**src/rtl/byte_striping.sv**
```systemverilog
// Byte striper: gathers a serial byte stream into groups of four and
// publishes each group across four parallel lane registers.
//
// Ports:
//   clk250k      in   1  clock, rising edge
//   reset        in   1  asynchronous active-high reset
//   in           in   8  serial byte
//   in_valid     in   1  qualifies in
//   flush        in   1  closes a partial group, padding the unfilled lanes
//   Lane_0..3    out  8  published lane bytes, held between publishes
//   lanes_valid  out  1  one-cycle pulse per publish
//   ctr_3        out  2  slot the next accepted byte is written to
//   group_cnt    out  8  count of published groups, wraps at 256
module byte_striping #(
    parameter logic [7:0] PAD_BYTE  = 8'h00,
    parameter int         NUM_LANES = 4
) (
    input  logic       clk250k,
    input  logic       reset,
    input  logic [7:0] in,
    input  logic       in_valid,
    input  logic       flush,
    output logic [7:0] Lane_0,
    output logic [7:0] Lane_1,
    output logic [7:0] Lane_2,
    output logic [7:0] Lane_3,
    output logic       lanes_valid,
    output logic [1:0] ctr_3,
    output logic [7:0] group_cnt
);

    logic [7:0] r_sh_0;
    logic [7:0] r_sh_1;
    logic [7:0] r_sh_2;
    logic [7:0] r_lane_0;
    logic [7:0] r_lane_1;
    logic [7:0] r_lane_2;
    logic [7:0] r_lane_3;
    logic       r_lanes_valid;
    logic [1:0] r_ctr;
    logic [7:0] r_group_cnt;

    logic       w_publish;
    logic [7:0] w_lane_0;
    logic [7:0] w_lane_1;
    logic [7:0] w_lane_2;
    logic [7:0] w_lane_3;

    // A group closes when its fourth byte arrives, or on flush when
    // there is something to send (a byte now or bytes already shadowed).
    assign w_publish = (in_valid && (r_ctr == 2'd3)) ||
                       (flush && (in_valid || (r_ctr != 2'd0)));

    // Lanes below the write slot come from the shadows, the slot itself
    // takes the current byte if one is offered, everything above is pad.
    always_comb begin
        w_lane_0 = PAD_BYTE;
        w_lane_1 = PAD_BYTE;
        w_lane_2 = PAD_BYTE;
        w_lane_3 = PAD_BYTE;

        if (r_ctr > 2'd0)
            w_lane_0 = r_sh_0;
        else if (in_valid)
            w_lane_0 = in;

        if (r_ctr > 2'd1)
            w_lane_1 = r_sh_1;
        else if (r_ctr == 2'd1 && in_valid)
            w_lane_1 = in;

        if (r_ctr > 2'd2)
            w_lane_2 = r_sh_2;
        else if (r_ctr == 2'd2 && in_valid)
            w_lane_2 = in;

        if (r_ctr == 2'd3 && in_valid)
            w_lane_3 = in;
    end

    always_ff @(posedge clk250k or posedge reset) begin
        if (reset) begin
            r_sh_0        <= 8'h00;
            r_sh_1        <= 8'h00;
            r_sh_2        <= 8'h00;
            r_lane_0      <= 8'h00;
            r_lane_1      <= 8'h00;
            r_lane_2      <= 8'h00;
            r_lane_3      <= 8'h00;
            r_lanes_valid <= 1'b0;
            r_ctr         <= 2'd0;
            r_group_cnt   <= 8'h00;
        end else begin
            r_lanes_valid <= 1'b0;
            if (w_publish) begin
                r_lane_0      <= w_lane_0;
                r_lane_1      <= w_lane_1;
                r_lane_2      <= w_lane_2;
                r_lane_3      <= w_lane_3;
                r_lanes_valid <= 1'b1;
                r_ctr         <= 2'd0;
                r_group_cnt   <= r_group_cnt + 8'd1;
            end else if (in_valid) begin
                unique case (r_ctr)
                    2'd0:    r_sh_0 <= in;
                    2'd1:    r_sh_1 <= in;
                    default: r_sh_2 <= in;
                endcase
                r_ctr <= r_ctr + 2'd1;
            end
        end
    end

    assign Lane_0      = r_lane_0;
    assign Lane_1      = r_lane_1;
    assign Lane_2      = r_lane_2;
    assign Lane_3      = r_lane_3;
    assign lanes_valid = r_lanes_valid;
    assign ctr_3       = r_ctr;
    assign group_cnt   = r_group_cnt;

endmodule
```
**config.mk**
```make
export PLATFORM = sky130hd
export DESIGN_NAME = byte_striping
export DESIGN_NICKNAME = d
export VERILOG_FILES = /design/src/rtl/byte_striping.sv
export SDC_FILE = /design/constraint.sdc
export NUM_CORES = 1
export LEC_CHECK = 0
export CORE_MARGIN = 2
export CORE_UTILIZATION = 47
export CTS_CLUSTER_SIZE = 20
export DETAILED_ROUTE_END_ITERATION = 10
export GPL_ROUTABILITY_DRIVEN = 1
export PLACE_DENSITY = 0.76
export SYNTH_ARGS = -nofsm -noshare
export SYNTH_HDL_FRONTEND = slang
export SYNTH_SLANG_ARGS = --single-unit
```
**constraint.sdc**
```tcl
create_clock -name clk250k -period 2.2 [get_ports clk250k]
set_clock_uncertainty 0.15 [all_clocks]
set_input_delay 0.44 -clock clk250k [delete_from_list [all_inputs] [get_ports clk250k]]
set_output_delay 0.44 -clock clk250k [all_outputs]
set_load 0.05 [all_outputs]
```
==> impl_metrics.py, run 1 <==
metrics = {
    "status": {
        "status": "finished clean",
    },
    "timing": {
        "final_slew_viol_count": 0,
        "rsz0062_at_grt": "false",
        "worst_slew_pin_slew_ps": 518,
        "timing.fmax_mhz": 465,
        "max_slew_margin_pct": 65.3,
        "finalCritPeriodShare_pct": 97.7,
        "timing.final.setup_violations": 0,
        "final-hold-violation-count": 0,
        "period_needed_ps": 2150,
        "fin_tns_setup_ps": 0,
        "worst_slack_ps": 51.5,
    },
    "place": {
        "buffer_ports.inserted": 54,
        "place.gp.congestion": 0.820,
        "dp_hpwl_mm": 4.42,
        "place_worst_setup_slack_ps": 0.517,
        "placedInstanceArea_mm2": 0.00363,
    },
    "worst_setup_path": {
        "critPathKind": "reg -> out",
        "reg2reg_depth": 6,
        "cpPeakStageDelay_ps": 820,
        "crit_path_max_fanout": 4,
        "crit_family": "buffers and inverters",
        "critPathBufInv": 1,
        "critPathSlowestCell": "clkdlybuf4s50_1",
        "crit_chain": "clkdlybuf4s50_1",
        "worst_reg2reg_path_startpoint": "ctr_3[0]",
        "timing.rr.end": "r_sh_2[5]",
        "cp_data_arrival_time_ps": 1560,
        "timing.reg2reg.setup_slack_ps": 190,
        "worstSetupEndpointType": "primary output",
        "critPathRequiredTime_ps": 1610,
        "crit_path_start_kind": "register",
    },
    "synthesis": {
        "avgSynthCellArea_um2": 11.6,
        "postSynth.asyncResetShare_pct": 100,
        "yosys_register_bits": 67,
        "mappedNetlistNets": 272,
        "postSynth.topFlopCell": "dfrtp_1",
        "postSynthCellCount": 254,
        "synth_seq_area_share_pct": 56.7,
        "yosysWarningCount": 0,
        "synth_edf_count": 0,
        "synth_area_mm2": 0.00296,
        "synth.distinct_cells": 28,
    },
    "route": {
        "detail_route.iter0.violations": 122,
        "post_detailed_route_via_to_cell_ratio": 5.35,
        "dr_total_vias": 2099,
        "postRouteWirelength_mm": 6.34,
        "firstDrtPassIters": 4,
        "drc": 0,
        "wl_per_cell_um": 16.2,
        "route.antenna.remaining_nets": 0,
    },
    "clocking": {
        "cts.root.buffer_cell": "clkbuf_8",
        "worst_setup_hold_path_clk_slew_ps": 70,
        "clock_latency_of_the_later_clocked_register_in_the_worst_skew_pair_ps": 340,
        "number_of_cts_inserted_buffers": 9,
        "clock_path_buffers": 2,
        "cts_max_level": 3,
        "cts_tree": "yes",
        "cts.sinks": 67,
    },
    "layout": {
        "multiInputGateArea_mm2": 0.00115,
        "nets": 331,
        "diodes": 0,
        "design_area_mm2": 0.00381,
        "fillers": 470,
        "area.sequential_mm2": 0.00168,
        "post_route_cells_drive_above_1_share_pct": 18.9,
        "area_growth_syn_to_layout_pct": 28.8,
        "finish.utilization_pct": 63.6,
    },
    "global_route": {
        "grt_max_degree": 32,
        "vias_in_the_first_global_route": 2108,
        "total_track_usage_pct": 19.3,
        "antenna_violations_before_repair": 0,
        "globalRouteOverflowTotal": 0,
        "grt_pass1_wl_mm": 10.6,
    },
    "die": {
        "start_util_pct": 49.4,
        "die_boundary_height_um": 83.3,
        "fp.coreArea_mm2": 0.00599,
        "floorplan.rows": 28,
        "die-area_mm2": 0.00694,
        "io_pins": 55,
        "die_width_um": 83.3,
    },
    "pwr": {
        "power_density_mw_per_mm2": 1160,
        "p_leak_nw": 1.67,
        "vdd.ir_drop.worst_uv": 665,
        "total_power_mw": 4.43,
    },
    "hold_path": {
        "hold_class": "in -> async",
    },
    "run": {
        "maxCapViolCount": 0,
    },
}
worst max-delay path by stage:
stage / end / from / depth (start not counted)
floorplan: r_sh_2[0] / ctr_3[1] / 7
global placement: r_sh_2[5] / flush / 6
detailed placement: r_sh_2[5] / flush / 6
CTS: group_cnt[1] / group_cnt[1] / 1
global route: group_cnt[5] / group_cnt[5] / 1
finish: group_cnt[5] / group_cnt[5] / 1
final cells by class:
class	instances	area share (%)
sequential	67	44.1
clock inverter	2	0.263
clock buffer	13	4.43
inverter	4	0.492
multi-input combinational	162	30.3
tap	75	2.46
timing repair buffer	69	18.0
repair_timing:
item / 4_1_cts / 5_1_grt
endpoints found under the setup margin: 3 / 1
gates resized for setup: 3 / 1
hold buffers: 0 / 0
setup buffers: 0 / 0
cells by family after synthesis:
group | Yosys count | synth area share (%)
adders and majority gates | 6 | 2.54
DFF | 67 | 56.7
AOI/OAI and AO/OA | 59 | 13.5
and+or+nand+nor | 66 | 10.5
buffers and inverters | 25 | 4.57
xor gates and xnor gates | 7 | 2.07
muxes | 24 | 10.2
Yosys cell counts (2+ instances only):
library cell  count  area [um2]
dfrtp_1          67        1680
mux2_4            8         120
inv_1             3        11.3
nor2_1            8        30.0
buf_4             2        15.0
nand4_1           4        25.0
a32oi_1          10        87.6
nand2_1          36         135
a31oi_1          14        87.6
mux2_2           16         180
a32o_1            9        90.1
clkbuf_1         10        37.5
nor2b_1          10        62.6
and3_1            4        25.0
buf_1             2        7.51
o21ai_0          24         120
ha_1              6        75.1
buf_2             3        15.0
buf_6             4        45.0
xnor2_1           6        52.6
through the flow:
step | std cells | hold slack (ps)
after floorplan | 254 | 323
after global placement | 377 | 308
after detailed placement | 377 | 319
after CTS | 392 | 251
after global routing | 392 | 252
final | 392 | 254
where the power goes:
part | internal (mW) | leakage (nW) | switching, mW | total [mW]
clock network | 0.492 | 0.0953 | 0.430 | 0.922
registers | 1.59 | 0.857 | 0.243 | 1.83
logic | 0.665 | 0.719 | 1.01 | 1.67
registers in the layout, summed over array words and instances (netlist names):
| register | flops |
|---|---|
| r_sh_1 | 8 |
| Lane_0 | 8 |
| Lane_3 | 8 |
| r_sh_0 | 8 |
| ctr_3 | 2 |
| r_sh_2 | 8 |
| Lane_1 | 8 |
| group_cnt | 8 |
| lanes_valid | 1 |
| Lane_2 | 8 |
layer usage:
layer,up-vias,track usage [%],routed length [um]
li1,1023,-,-
met1,989,28.3,3060
met2,75,27.9,2800
met3,12,5.07,361
met4,0,6.41,113
met5,-,0,0
cell usage in the layout (no fill, tap or decap), types with 3 or more instances in the layout:
cell type        instances
buf_4                   13
buf_12                   3
clkbuf_8                12
a32o_1                   9
and3_1                   4
nand4_1                  4
nor2b_1                 10
a31oi_1                 14
dfrtp_1                 65
ha_1                     6
o21ai_0                 24
mux2_4                   8
xnor2_1                  6
nand2_1                 36
clkdlybuf4s50_1         49
dlygate4sd2_1            3
mux2_2                  16
nor2_1                   8
a32oi_1                 10
Note: power is estimated with default switching activity, not from simulation.
==> inputs of run 2 (changes only) <==
--- a/config.mk
+++ b/config.mk
@@ -5,12 +5,15 @@
 export SDC_FILE = /design/constraint.sdc
 export NUM_CORES = 1
 export LEC_CHECK = 0
+export CORE_ASPECT_RATIO = 1.75
 export CORE_MARGIN = 2
 export CORE_UTILIZATION = 47
 export CTS_CLUSTER_SIZE = 20
 export DETAILED_ROUTE_END_ITERATION = 10
 export GPL_ROUTABILITY_DRIVEN = 1
 export PLACE_DENSITY = 0.76
+export SETUP_SLACK_MARGIN = 0.5
+export SLEW_MARGIN = 30
 export SYNTH_ARGS = -nofsm -noshare
 export SYNTH_HDL_FRONTEND = slang
 export SYNTH_SLANG_ARGS = --single-unit
==> impl_metrics.py, run 2 (synthesis results as in run 1) <==
metrics = {
    "die": {
        "io_pins": 55,
        "fp.coreArea_mm2": 0.00613,
        "die-area_mm2": 0.00697,
        "floorplan.rows": 38,
        "die_width_um": 64.0,
        "start_util_pct": 48.2,
        "die_boundary_height_um": 109,
    },
    "timing": {
        "final-hold-violation-count": 0,
        "period_needed_ps": 1940,
        "worst_slew_pin_slew_ps": 396,
        "timing.fmax_mhz": 516,
        "final_slew_viol_count": 0,
        "finalCritPeriodShare_pct": 88.0,
        "worst_slack_ps": 263,
        "max_slew_margin_pct": 73.5,
        "fin_tns_setup_ps": 0,
        "rsz0062_at_grt": "true",
        "timing.final.setup_violations": 0,
    },
    "place": {
        "place.gp.congestion": 0.773,
        "dp_cells": 380,
        "dp_hpwl_mm": 4.51,
        "place_worst_setup_slack_ps": -24.5,
        "buffer_ports.inserted": 54,
    },
    "hold_path": {
        "hold_class": "reg -> reg",
    },
    "pwr": {
        "vdd.ir_drop.worst_uv": 593,
        "p_leak_nw": 1.97,
        "power_density_mw_per_mm2": 1160,
    },
    "clocking": {
        "cts_max_level": 3,
        "cts.root.buffer_cell": "clkbuf_8",
        "worst_setup_hold_path_clk_slew_ps": 70,
        "cts_tree": "yes",
        "clock_latency_of_the_later_clocked_register_in_the_worst_skew_pair_ps": 350,
        "clock_path_buffers": 2,
        "number_of_cts_inserted_buffers": 9,
        "cts.sinks": 67,
    },
    "layout": {
        "final_cells": 415,
        "mostFrequentLayoutCells": "dfrtp_1, nand2_1, mux2_4, clkdlybuf4s15_2, buf_2",
        "area_growth_syn_to_layout_pct": 45.3,
        "post_route_cells_drive_above_1_share_pct": 45.4,
        "nets": 348,
        "layout.cells.most_common": "dfrtp_1",
        "diodes": 0,
    },
    "global_route": {
        "grt_max_degree": 68,
        "globalRouteOverflowTotal": 0,
        "antenna_violations_before_repair": 0,
        "total_track_usage_pct": 22.2,
        "grt_pass1_wl_mm": 11.7,
        "vias_in_the_first_global_route": 2383,
    },
    "route": {
        "dr_total_vias": 2383,
        "drc": 0,
        "route.antenna.remaining_nets": 0,
        "firstDrtPassIters": 4,
        "detail_route.iter0.violations": 147,
        "postRouteWirelength_mm": 7.74,
        "post_detailed_route_via_to_cell_ratio": 5.74,
        "wl_per_cell_um": 18.7,
    },
    "worst_setup_path": {
        "critPathKind": "reg -> reg",
        "worstSetupEndpointType": "register",
        "cp_data_arrival_time_ps": 2020,
        "critPathRequiredTime_ps": 2280,
        "timing.reg2reg.setup_slack_ps": 260,
        "crit_path_max_fanout": 8,
        "crit_path_start_kind": "register",
    },
    "run": {
        "maxCapViolCount": 0,
    },
    "status": {
        "status": "finished clean",
    },
}
[run 2: cell types whose count changed in the layout (fill, tap and decap cells not counted), sizes merged, moves of 2 or more]
cell / before / now
buf: 16 / 50
clkdlybuf4s18: 0 / 5
clkdlybuf4s15: 0 / 16
dlygate4sd2: 3 / 0
clkdlybuf4s50: 49 / 11
clkbuf: 13 / 15
bufinv: 0 / 2
[run 2: where the power goes]
part / total, mW / switching [mW] / internal (mW)
registers: 1.87 / 0.278 / 1.59
logic: 1.98 / 1.13 / 0.845
clock network: 1.15 / 0.455 / 0.694
[run 2: metal layers]
layer  part of all wire (%)  global-route usage (%)  up-vias
li1                       -                       -     1058
met1                     38                    25.2     1202
met2                     54                    38.9       96
met3                    4.6                    4.13       27
met4                    4.0                    12.0        0
met5                      0                       0        -
[run 2: what timing repair did]
action / 4_1_cts / 5_1_grt
gates cloned: 4 / 2
buffers inserted: 10 / 3
gates resized for setup: 174 / 87
hold buffers: 0 / 0
pin swaps: 12 / 15
setup endpoints to repair: 108 / 88
[run 2: cell type report]
cell class                      instances  area [um2]
Fill cell                             389        1830
Sequential cell                        67        1680
Multi-Input combinational cell        162        1330
Timing Repair Buffer                   86         940
Clock buffer                           11         151
Tap cell                               80         100
Clock inverter                          5        75.1
Inverter                                4        26.3
[run 2: final timing paths]
check | depth (start not counted) | startpoint | to
worst min-delay path | 1 | group_cnt[7] | group_cnt[7]
worst max register to register | 8 | ctr_3[0] | group_cnt[7]
max in group asynchronous | 3 | reset | ctr_3[0]
min in group asynchronous | 3 | reset | group_cnt[1]
worst min register to register | 1 | group_cnt[7] | group_cnt[7]
worst max-delay path | 8 | ctr_3[0] | group_cnt[7]
[run 2: critical path, stage by stage (launching register included)]
cell and delay [ps]:
dfrtp_2 460, ha_4 190, buf_6 110, or2_4 230
a21oi_4 170, buf_12 150, inv_6 50, and4_1 180
xor2_1 140
[run 2: per-stage QoR]
step / hold slack [ps] / utilization (%) / power [mW] / area [um2]
floorplan: 323 / - / 3.03 / 3040
global placement: 307 / 59.2 / 3.50 / 3630
detailed placement: 310 / 59.2 / 3.55 / 3630
CTS: 318 / 67.9 / 4.83 / 4160
global route: 360 / 70.1 / 5.21 / 4300
finish: 320 / 70.1 / 5.00 / 4300
